**src/rtl/pkt_timestamp_inserter_pkg.sv**
```systemverilog
// Shared widths, stamp field placement and types for the
// receive-path timestamp inserter.
package pkt_timestamp_inserter_pkg;

  localparam int C_TDATA_WIDTH   = 256;
  localparam int C_TUSER_WIDTH   = 128;
  localparam int TIMESTAMP_WIDTH = 64;
  localparam int TS_POS          = 64;

  // Stamp field bounds inside tuser.
  localparam int TS_LSB = TS_POS;
  localparam int TS_MSB = TS_POS + TIMESTAMP_WIDTH - 1;

  typedef logic [TIMESTAMP_WIDTH-1:0] stamp_t;
  typedef logic [31:0]                pkt_cnt_t;

endpackage

```
**src/rtl/pkt_timestamp_inserter_if.sv**
```systemverilog
// AXI4-Stream bundle (tdata/tkeep/tuser/tlast/tvalid/tready).
// master drives the beat, slave returns tready.
interface pkt_timestamp_inserter_if #(
  parameter int DW = 256,
  parameter int UW = 128
);
  logic [DW-1:0]   tdata;
  logic [DW/8-1:0] tkeep;
  logic [UW-1:0]   tuser;
  logic            tlast;
  logic            tvalid;
  logic            tready;

  modport master (
    output tdata, tkeep, tuser, tlast, tvalid,
    input  tready
  );

  modport slave (
    input  tdata, tkeep, tuser, tlast, tvalid,
    output tready
  );
endinterface

```
**src/rtl/pkt_timestamp_inserter_axis_skid_buffer_2.sv**
```systemverilog
// Two-entry registered skid FIFO: head feeds the output, tail
// absorbs one beat of backpressure. Ports: in_* push side, out_* pop side.
module axis_skid_buffer_2 #(
  parameter int W = 8
) (
  input  logic         clk_i,
  input  logic         rst_ni,
  input  logic [W-1:0] in_data_i,
  input  logic         in_valid_i,
  output logic         in_ready_o,
  output logic [W-1:0] out_data_o,
  output logic         out_valid_o,
  input  logic         out_ready_i
);

  logic [1:0]   cnt_q, cnt_d;
  logic [W-1:0] head_q, head_d;
  logic [W-1:0] tail_q, tail_d;
  logic         ready_q, valid_q;
  logic         push, pop;

  assign push = in_valid_i & ready_q;
  assign pop  = valid_q & out_ready_i;

  always_comb begin
    cnt_d  = cnt_q;
    head_d = head_q;
    tail_d = tail_q;
    unique case ({push, pop})
      2'b10: begin
        cnt_d = cnt_q + 2'd1;
        if (cnt_q == 2'd0) head_d = in_data_i;
        else               tail_d = in_data_i;
      end
      2'b01: begin
        cnt_d  = cnt_q - 2'd1;
        head_d = tail_q;
      end
      2'b11: begin
        // Occupancy unchanged; new beat lands behind the survivor.
        if (cnt_q == 2'd1) begin
          head_d = in_data_i;
        end else begin
          head_d = tail_q;
          tail_d = in_data_i;
        end
      end
      default: ;
    endcase
  end

  always_ff @(posedge clk_i or negedge rst_ni) begin
    if (!rst_ni) begin
      cnt_q   <= '0;
      head_q  <= '0;
      tail_q  <= '0;
      ready_q <= 1'b0;
      valid_q <= 1'b0;
    end else begin
      cnt_q   <= cnt_d;
      head_q  <= head_d;
      tail_q  <= tail_d;
      ready_q <= (cnt_d <= 2'd1);
      valid_q <= (cnt_d != 2'd0);
    end
  end

  assign in_ready_o  = ready_q;
  assign out_valid_o = valid_q;
  assign out_data_o  = head_q;

endmodule

```
**src/rtl/pkt_timestamp_inserter.sv**
```systemverilog
// Writes stamp_counter into tuser of each packet's first beat, then
// skid-buffers the stream. Ports: axi_aclk/axi_resetn, stamp_counter,
// ts_en, s_axis (slave), m_axis (master); stamped_pkts when
// PKT_TIMESTAMP_INSERTER_STAMP_CNT_EN is defined.
module pkt_timestamp_inserter
  import pkt_timestamp_inserter_pkg::*;
#(
  parameter int C_TDATA_WIDTH   = pkt_timestamp_inserter_pkg::C_TDATA_WIDTH,
  parameter int C_TUSER_WIDTH   = pkt_timestamp_inserter_pkg::C_TUSER_WIDTH,
  parameter int TIMESTAMP_WIDTH = pkt_timestamp_inserter_pkg::TIMESTAMP_WIDTH,
  parameter int TS_POS          = pkt_timestamp_inserter_pkg::TS_LSB
) (
  input  logic                       axi_aclk,
  input  logic                       axi_resetn,
  input  logic [TIMESTAMP_WIDTH-1:0] stamp_counter,
  input  logic                       ts_en,
  pkt_timestamp_inserter_if.slave    s_axis,
  pkt_timestamp_inserter_if.master   m_axis
`ifdef PKT_TIMESTAMP_INSERTER_STAMP_CNT_EN
  ,
  output pkt_cnt_t                   stamped_pkts
`endif
);

  localparam int KW = C_TDATA_WIDTH / 8;
  localparam int W  = C_TDATA_WIDTH + KW + C_TUSER_WIDTH + 1;

  logic                     sop_q, sop_d;
  logic                     accept;
  logic [C_TUSER_WIDTH-1:0] tuser_st;
  logic [W-1:0]             in_beat, out_beat;

  assign accept = s_axis.tvalid & s_axis.tready;
  assign sop_d  = accept ? s_axis.tlast : sop_q;

  // ts_en only matters on the first beat, so a mid-packet
  // toggle cannot split one packet's treatment.
  always_comb begin
    tuser_st = s_axis.tuser;
    if (sop_q & ts_en)
      tuser_st[TS_POS +: TIMESTAMP_WIDTH] = stamp_counter;
  end

  always_ff @(posedge axi_aclk or negedge axi_resetn) begin
    if (!axi_resetn) sop_q <= 1'b1;
    else             sop_q <= sop_d;
  end

`ifdef PKT_TIMESTAMP_INSERTER_STAMP_CNT_EN
  pkt_cnt_t cnt_q, cnt_d;

  assign cnt_d = (accept & sop_q & ts_en) ? cnt_q + 32'd1 : cnt_q;

  always_ff @(posedge axi_aclk or negedge axi_resetn) begin
    if (!axi_resetn) cnt_q <= '0;
    else             cnt_q <= cnt_d;
  end

  assign stamped_pkts = cnt_q;
`endif

  assign in_beat = {s_axis.tlast, tuser_st,
                    s_axis.tkeep, s_axis.tdata};

  axis_skid_buffer_2 #(.W(W)) u_skid (
    .clk_i       (axi_aclk),
    .rst_ni      (axi_resetn),
    .in_data_i   (in_beat),
    .in_valid_i  (s_axis.tvalid),
    .in_ready_o  (s_axis.tready),
    .out_data_o  (out_beat),
    .out_valid_o (m_axis.tvalid),
    .out_ready_i (m_axis.tready)
  );

  assign {m_axis.tlast, m_axis.tuser,
          m_axis.tkeep, m_axis.tdata} = out_beat;

endmodule

```
**src/flat_wrapper.sv**
```systemverilog
// flat-port wrapper written by rule: the top's interface ports become plain ports
module pkt_timestamp_inserter_flat import pkt_timestamp_inserter_pkg::*;
#(
  parameter int C_TDATA_WIDTH   = pkt_timestamp_inserter_pkg::C_TDATA_WIDTH,
  parameter int C_TUSER_WIDTH   = pkt_timestamp_inserter_pkg::C_TUSER_WIDTH,
  parameter int TIMESTAMP_WIDTH = pkt_timestamp_inserter_pkg::TIMESTAMP_WIDTH,
  parameter int TS_POS          = pkt_timestamp_inserter_pkg::TS_LSB
)
  (axi_aclk, axi_resetn, stamp_counter, ts_en, s_axis_tdata, s_axis_tkeep, s_axis_tuser, s_axis_tlast, s_axis_tvalid, s_axis_tready, m_axis_tdata, m_axis_tkeep, m_axis_tuser, m_axis_tlast, m_axis_tvalid, m_axis_tready);
  pkt_timestamp_inserter_if #(.DW((C_TDATA_WIDTH)), .UW((C_TUSER_WIDTH))) s_axis_i ();
  pkt_timestamp_inserter_if #(.DW((C_TDATA_WIDTH)), .UW((C_TUSER_WIDTH))) m_axis_i ();
  input  logic axi_aclk;
  input  logic axi_resetn;
  input  logic [TIMESTAMP_WIDTH-1:0] stamp_counter;
  input  logic ts_en;
  input wire logic [$bits(s_axis_i.tdata)-1:0] s_axis_tdata;
  input wire logic [$bits(s_axis_i.tkeep)-1:0] s_axis_tkeep;
  input wire logic [$bits(s_axis_i.tuser)-1:0] s_axis_tuser;
  input wire logic [$bits(s_axis_i.tlast)-1:0] s_axis_tlast;
  input wire logic [$bits(s_axis_i.tvalid)-1:0] s_axis_tvalid;
  output wire logic [$bits(s_axis_i.tready)-1:0] s_axis_tready;
  output wire logic [$bits(m_axis_i.tdata)-1:0] m_axis_tdata;
  output wire logic [$bits(m_axis_i.tkeep)-1:0] m_axis_tkeep;
  output wire logic [$bits(m_axis_i.tuser)-1:0] m_axis_tuser;
  output wire logic [$bits(m_axis_i.tlast)-1:0] m_axis_tlast;
  output wire logic [$bits(m_axis_i.tvalid)-1:0] m_axis_tvalid;
  input wire logic [$bits(m_axis_i.tready)-1:0] m_axis_tready;
  assign s_axis_i.tdata = s_axis_tdata;
  assign s_axis_i.tkeep = s_axis_tkeep;
  assign s_axis_i.tuser = s_axis_tuser;
  assign s_axis_i.tlast = s_axis_tlast;
  assign s_axis_i.tvalid = s_axis_tvalid;
  assign s_axis_tready = s_axis_i.tready;
  assign m_axis_tdata = m_axis_i.tdata;
  assign m_axis_tkeep = m_axis_i.tkeep;
  assign m_axis_tuser = m_axis_i.tuser;
  assign m_axis_tlast = m_axis_i.tlast;
  assign m_axis_tvalid = m_axis_i.tvalid;
  assign m_axis_i.tready = m_axis_tready;
  pkt_timestamp_inserter #(.C_TDATA_WIDTH(C_TDATA_WIDTH), .C_TUSER_WIDTH(C_TUSER_WIDTH), .TIMESTAMP_WIDTH(TIMESTAMP_WIDTH), .TS_POS(TS_POS)) u_core (.axi_aclk(axi_aclk), .axi_resetn(axi_resetn), .stamp_counter(stamp_counter), .ts_en(ts_en), .s_axis(s_axis_i), .m_axis(m_axis_i));
endmodule
```
**config.mk**
```make
export PLATFORM = sky130hd
export DESIGN_NAME = pkt_timestamp_inserter_flat
export DESIGN_NICKNAME = d
export VERILOG_FILES = /design/src/rtl/pkt_timestamp_inserter_pkg.sv /design/src/rtl/pkt_timestamp_inserter_if.sv /design/src/rtl/pkt_timestamp_inserter_axis_skid_buffer_2.sv /design/src/rtl/pkt_timestamp_inserter.sv /design/src/flat_wrapper.sv
export SDC_FILE = /design/constraint.sdc
export NUM_CORES = 2
export LEC_CHECK = 0
export CELL_PAD_IN_SITES_DETAIL_PLACEMENT = 0
export CELL_PAD_IN_SITES_GLOBAL_PLACEMENT = 1
export CORE_AREA = 2 2 347 349
export CTS_CLUSTER_DIAMETER = 150
export CTS_CLUSTER_SIZE = 16
export DETAILED_ROUTE_END_ITERATION = 12
export DIE_AREA = 0 0 349 351
export DONT_BUFFER_PORTS = 1
export GPL_ROUTABILITY_DRIVEN = 0
export PLACE_DENSITY_LB_ADDON = 0.1
export SLEW_MARGIN = 0
export SYNTH_ARGS = -nofsm -noshare
export SYNTH_HDL_FRONTEND = slang
export SYNTH_SLANG_ARGS = --single-unit
```
**constraint.sdc**
```tcl
create_clock -name axi_aclk -period 5.48 [get_ports axi_aclk]
set_input_delay 1.096 -clock axi_aclk [delete_from_list [all_inputs] [get_ports axi_aclk]]
set_output_delay 1.096 -clock axi_aclk [all_outputs]
set_load 0.02 [all_outputs]
```
# After elaboration in Yosys (flattened, before gate mapping)

Index checks and enable logic that the tools add are counted.
W data, S select, Z words.

Add/subtract/negate cells: 2
Multiply operators: 0
Div/mod/pow operators: 0
Magnitude comparators: 1
Eq/ne operators: 7
Shifts and indexed selects: 0
Muxes and demuxes: 8
Bitwise operators: 3
Reductions and logical operators: 6

Operators by type and width:

| cell                  | number |
|---|---|
| $mux W417             | 4 |
| $pmux W417 S3         | 1 |
| $pmux W417 S2         | 1 |
| $mux W64              | 1 |
| $ne A2 B2 Y1 const B  | 3 |
| $eq A2 B1 Y1 const B  | 2 |
| $eq A2 B2 Y1 const B  | 2 |
| $pmux W2 S2           | 1 |
| $reduce_bool A2 Y1    | 2 |
| $and A1 B1 Y1         | 3 |
| $reduce_and A3 Y1     | 1 |
| $reduce_bool A3 Y1    | 1 |
| $add A2 B1 Y2 const B | 1 |
| $le A2 B1 Y1 const B  | 1 |
| $logic_not A2 Y1      | 1 |
| $reduce_and A2 Y1     | 1 |
| $sub A2 B1 Y2 const B | 1 |

Register bits after elaboration: 839
Bits in latches: 0
Memory bits (writable): 0
Bits in read-only memories: 0
Input port bits: 486
Output and inout bits: 419
Word-level logic and storage cells: 33
Memories: 0

# Longest topological paths before layout

Depth after elaboration: 4
Mapped depth: 14
Mapped depth without buffers: 6

# Modules after synthesis

A second synthesis with hierarchy kept.

Cell total of the unflattened synthesis: 2532
Area, all modules: 35322.6 µm²

Modules (own cells, without submodules):

| module                 | times used | cells an instance | area an instance (µm²) | sequential area each (µm²) |
|---|---|---|---|---|
| axis_skid_buffer_2     | 1          | 2458              | 34448.0                | 20970.1 |
| pkt_timestamp_inserter | 1          | 74                | 874.6                  | 26.3 |

# Worst setup path after synthesis

Ideal clock, no wire load.

Kind: input-to-reg
Start point: input port m_axis_tready
End point: register u_core.u_skid.tail_q[286]
Arrival: 3.178 ns
Required time: 5.353 ns
Slack: 2.175 ns
Cell stages on the path: 13
Buffers on the path: 7
Path through: and2_1 buf_2 inv_2 buf_2 buf_2 buf_2 ha_1 nor2_1 a211o_1 buf_2 buf_6 buf_6 mux2_1

Word-level cells in the longest chain between the ends: 4
Elaborated cells on any way between the ends: 8
Classes of those cells: 4 x eq/ne; 1 x mux; 1 x bitwise; 2 x reduce/logical

RTL lines:

| element                                                             | line                                            | RTL |
|---|---|---|
| start: declaration                                                  | flat_wrapper.sv:27                              | `input wire logic [$bits(m_axis_i.tready)-1:0] m_axis_tready;` |
| $and A1 B1 Y1 *                                                     | pkt_timestamp_inserter_axis_skid_buffer_2.sv:23 | `assign pop = valid_q & out_ready_i;` |
| $eq A2 B2 Y1                                                        | pkt_timestamp_inserter_axis_skid_buffer_2.sv:29 | `unique case ({push, pop})` |
| $ne A2 B2 Y1 (no source line) or $reduce_bool A2 Y1 (tied branches) | n/a                                             |  |
| $reduce_and A3 Y1 (no source line)                                  | n/a                                             |  |
| end signal: assignment                                              | pkt_timestamp_inserter_axis_skid_buffer_2.sv:62 | `tail_q <= tail_d;` |
| end: declaration                                                    | pkt_timestamp_inserter_axis_skid_buffer_2.sv:18 | `logic [W-1:0] tail_q, tail_d;` |

Every way passes the cells marked *; elsewhere a longest branch is shown, timed or not.
A chain may end at the register's enable or synchronous reset.

# Worst setup path in the final report

Start point: register u_core.u_skid.valid_q, in the netlist u_core.u_skid.out_valid_o
End point: register u_core.u_skid.head_q[68], in the netlist u_core.u_skid.out_data_o[68]

Word-level cells in the longest chain between the ends: 4
Elaborated cells on any way between the ends: 8
Classes of those cells: 4 x eq/ne; 1 x mux; 1 x bitwise; 2 x reduce/logical

RTL lines:

| element                                                             | line                                            | RTL |
|---|---|---|
| start: declaration                                                  | pkt_timestamp_inserter_axis_skid_buffer_2.sv:19 | `logic ready_q, valid_q;` |
| start signal: assignment                                            | pkt_timestamp_inserter_axis_skid_buffer_2.sv:64 | `valid_q <= (cnt_d != 2'd0);` |
| $and A1 B1 Y1 *                                                     | pkt_timestamp_inserter_axis_skid_buffer_2.sv:23 |  |
| $eq A2 B2 Y1 or $eq A2 B1 Y1 (tied branches)                        | pkt_timestamp_inserter_axis_skid_buffer_2.sv:29 |  |
| $ne A2 B2 Y1 (no source line) or $reduce_bool A3 Y1 (tied branches) | n/a                                             |  |
| $reduce_and A2 Y1 (no source line)                                  | n/a                                             |  |
| end signal: assignment                                              | pkt_timestamp_inserter_axis_skid_buffer_2.sv:55 | `head_q <= '0;` |
| end signal: assignment                                              | pkt_timestamp_inserter_axis_skid_buffer_2.sv:61 | `head_q <= head_d;` |
| end: declaration                                                    | pkt_timestamp_inserter_axis_skid_buffer_2.sv:17 | `logic [W-1:0] head_q, head_d;` |

Marks and branches as above.

==> metrics.csv <==
metric,value,unit
seqPwrFrac,54.0,%
cts_hold_buffers,0,
cts_sinks,839,
placed_area,0.0401,sq mm
critPathMaxStageDelay,910,ps
cp_slowest_cell,buf_4,
worst_slew_pin_slew,1110,ps
clockBufferDepth,3,
yosys-top-cells-area,"dfrtp_1, mux2_2, o211ai_1",
synthDistinctLibCells,27,
grt_usage,23.6,%
cp_max_fo,111,
grt_use_met3,9.56,%
rows,127,
fin_nets,3778,
initial_core_util,32.8,%
pre_cts_slack,1270,ps
clk_latency,690,ps
synth_top_area_share,53.7,%
synth_ff_type,dfrtp_1,
p_per_area,627,mW/mm^2
synth_top_family_by_area,compound AO/OA/AOI/OAI gates,
yosys.area_share.adder,0.224,%
grt_max_degree,840,
fmax,266,MHz
grt_setup_unrepaired,no,
setup_ws,1730,ps
power_leakage,15.5,nW
htreeDepth,2,
arrival,4350,ps
finalSetupViolCount,0,
synth_edf_count,0,
yosysMostFrequentCell,dfrtp_1,
port_buffers,0,
drt-total-wl,151000,um
status,"finished, final reports clean",
grt_pass1_vias,30400,
crit_type,register to register,
async_reset_ff_share,100,%
combPwrFrac,29.9,%
synthXorXnorAreaFrac,0,%
intPower,14.5,mW
use_met2,39.0,%
vdd_drop_max,0.000301,V
ys_top_cells_by_count,"dfrtp_1, a21oi_1, a31oi_1, o211ai_1, o21ai_0",
synth_warnings,0,
grt_overflow,0,
drv_cap,0,
area_growth,7.26,%
slew_headroom,26.2,%
clk_pin_slew,80,ps
fin_util,35.2,%
syn_area_per_cell,10.9,sq um
finalInstanceArea,0.0419,sq mm
drtIter0Drc,2228,
synth_top_area_cell,dfrtp_1,
route.antenna.remaining_nets,0,
hold_class,primary input to asynchronous set/reset pin,
grt_pass1_wl,220000,um
root_buffer,clkbuf_16,
crit_chain,"and2_4, inv_8, buf_4, buf_4, o21ai_0, a31oi_1",
drive_gt1_share,15.3,%
critPathLaunchType,register,
cts_setup_buffers,0,
fin_worst_skew,33.2,ps
firstDrtPassIters,5,
setup_tns,0,ps
path_common_cell,buf_4,
synth_compound_area_share,26.9,%
top_usage_layer,met2,
wire_per_inst,30.8,um
dieArea,0.122,sq mm
grt_use_met1,27.5,%
dr_total_vias,30300,
maxSlewViolCount,0,
period_needed,3750,ps
required,6080,ps
die_width,349,um
cts_resized,0,
routed_via_density,6.19,
cts_buffers,58,
core,0.119,sq mm
synthSimpleGateAreaFrac,2.22,%
antenna_found_initial,46,
drcViolationCount,0,
finalHoldViolations,0,
swShare,44.7,%
p_clk_share,16.1,%
die_h,351,um
dpl.hpwl,90800,um
finalCritPeriodShare,68.5,%
end_kind,register,
io-pin-count,905,
ys_ff_latch,839,
synth.yosys.seq_area_share,53.8,%
cts_tree,done,
synthCells,3592,
synth.cell_area,0.0391,sq mm
muxShareOfSynthArea,12.1,%
syn_nets,4085,
p_sw,11.8,mW
[sequential cells by signal (all words and copies together) (netlist names)]
name	cells
u_core.u_skid.in_ready_o	1
u_core.u_skid.out_valid_o	1
u_core.u_skid.tail_q	417
u_core.u_skid.out_data_o	417
u_core.sop_q	1
u_core.u_skid.cnt_q	2
[critical path: cells and delay by family, from the launching register on]
kind	cells	cell delay (ps)
buffers and inverters	3	2230
DFF	1	520
AOI/OAI and AO/OA	2	470
and+or+nand+nor	1	290
[power by group through the flow]
| stage | Sequential (mW) | Clock, mW | Combinational (mW) |
|---|---|---|---|
| after global routing | 14.5 | 4.59 | 8.68 |
| after floorplan | 12.8 | 0 | 6.03 |
| final | 14.2 | 4.23 | 7.86 |
| after detailed placement | 14.3 | 0 | 7.81 |
| after CTS | 14.2 | 4.39 | 7.81 |
| after global placement | 14.2 | 0 | 7.57 |
[worst paths after layout]
| path | endpoint | slack, ps | start | cells past startpoint |
|---|---|---|---|---|
| min in group axi_aclk | u_core.u_skid.tail_q[407] | 500 | u_core.u_skid.tail_q[407] | 1 |
| hold / removal | u_core.u_skid.out_data_o[379] | 110 | axi_resetn | 0 |
| setup / recovery | u_core.u_skid.out_data_o[68] | 1730 | u_core.u_skid.out_valid_o | 6 |
| hold reg to reg | u_core.u_skid.tail_q[407] | 500 | u_core.u_skid.tail_q[407] | 1 |
| setup reg to reg | u_core.u_skid.out_data_o[68] | 1730 | u_core.u_skid.out_valid_o | 6 |
| max in group asynchronous | u_core.u_skid.out_data_o[134] | 2810 | axi_resetn | 3 |
[layout by cell type, fill, tap and decap left out, types with 2 or more instances in the layout]
cell,instances
dfrtp_1,838
o211ai_1,417
a21oi_1,417
a31oi_1,417
o21ai_0,354
mux2_2,289
mux2_1,130
and3_1,64
a21boi_0,64
o22ai_1,64
or2_2,64
clkbuf_16,58
diode_2,56
buf_4,47
buf_12,26
clkbuf_1,9
ha_1,6
buf_16,5
inv_1,4
nand2_1,3
and2_4,3
inv_8,2
nor2_1,2
nor2b_4,2
inv_6,2
[routing by layer]
layer	vias up	routed length [um]
li1	13100	-
met1	15900	57500
met2	1110	73400
met3	211	15300
met4	18	4880
met5	-	126
[final cells by class]
cell class                 instances  area, sq um
antenna                           56          140
tap                             1548         1940
fill                           11800        77100
timing repair buffer              78         1010
multi-input combinational       2302        16200
clock inverter                     3         47.5
clock buffer                      68         1500
sequential                       839        21000
inverter                           6         37.5
[kinds of logic after synthesis]
family,count (synthesis)
multiplexers,420
AND/OR/NAND/NOR,141
flip-flops,839
AO/OA/AOI/OAI,1734
buffers and inverters,451
adder cells (fa/ha/maj),7
[through the flow]
step | power, mW | instances | hold slack (ps)
after detailed placement | 22.1 | 4768 | 481
after floorplan | 18.8 | 3592 | 464
final | 26.3 | 4900 | 112
after global routing | 27.8 | 4883 | 73.4
after CTS | 26.4 | 4839 | 112
after global placement | 21.8 | 4768 | 473
Note: power is estimated with default switching activity, not from simulation.
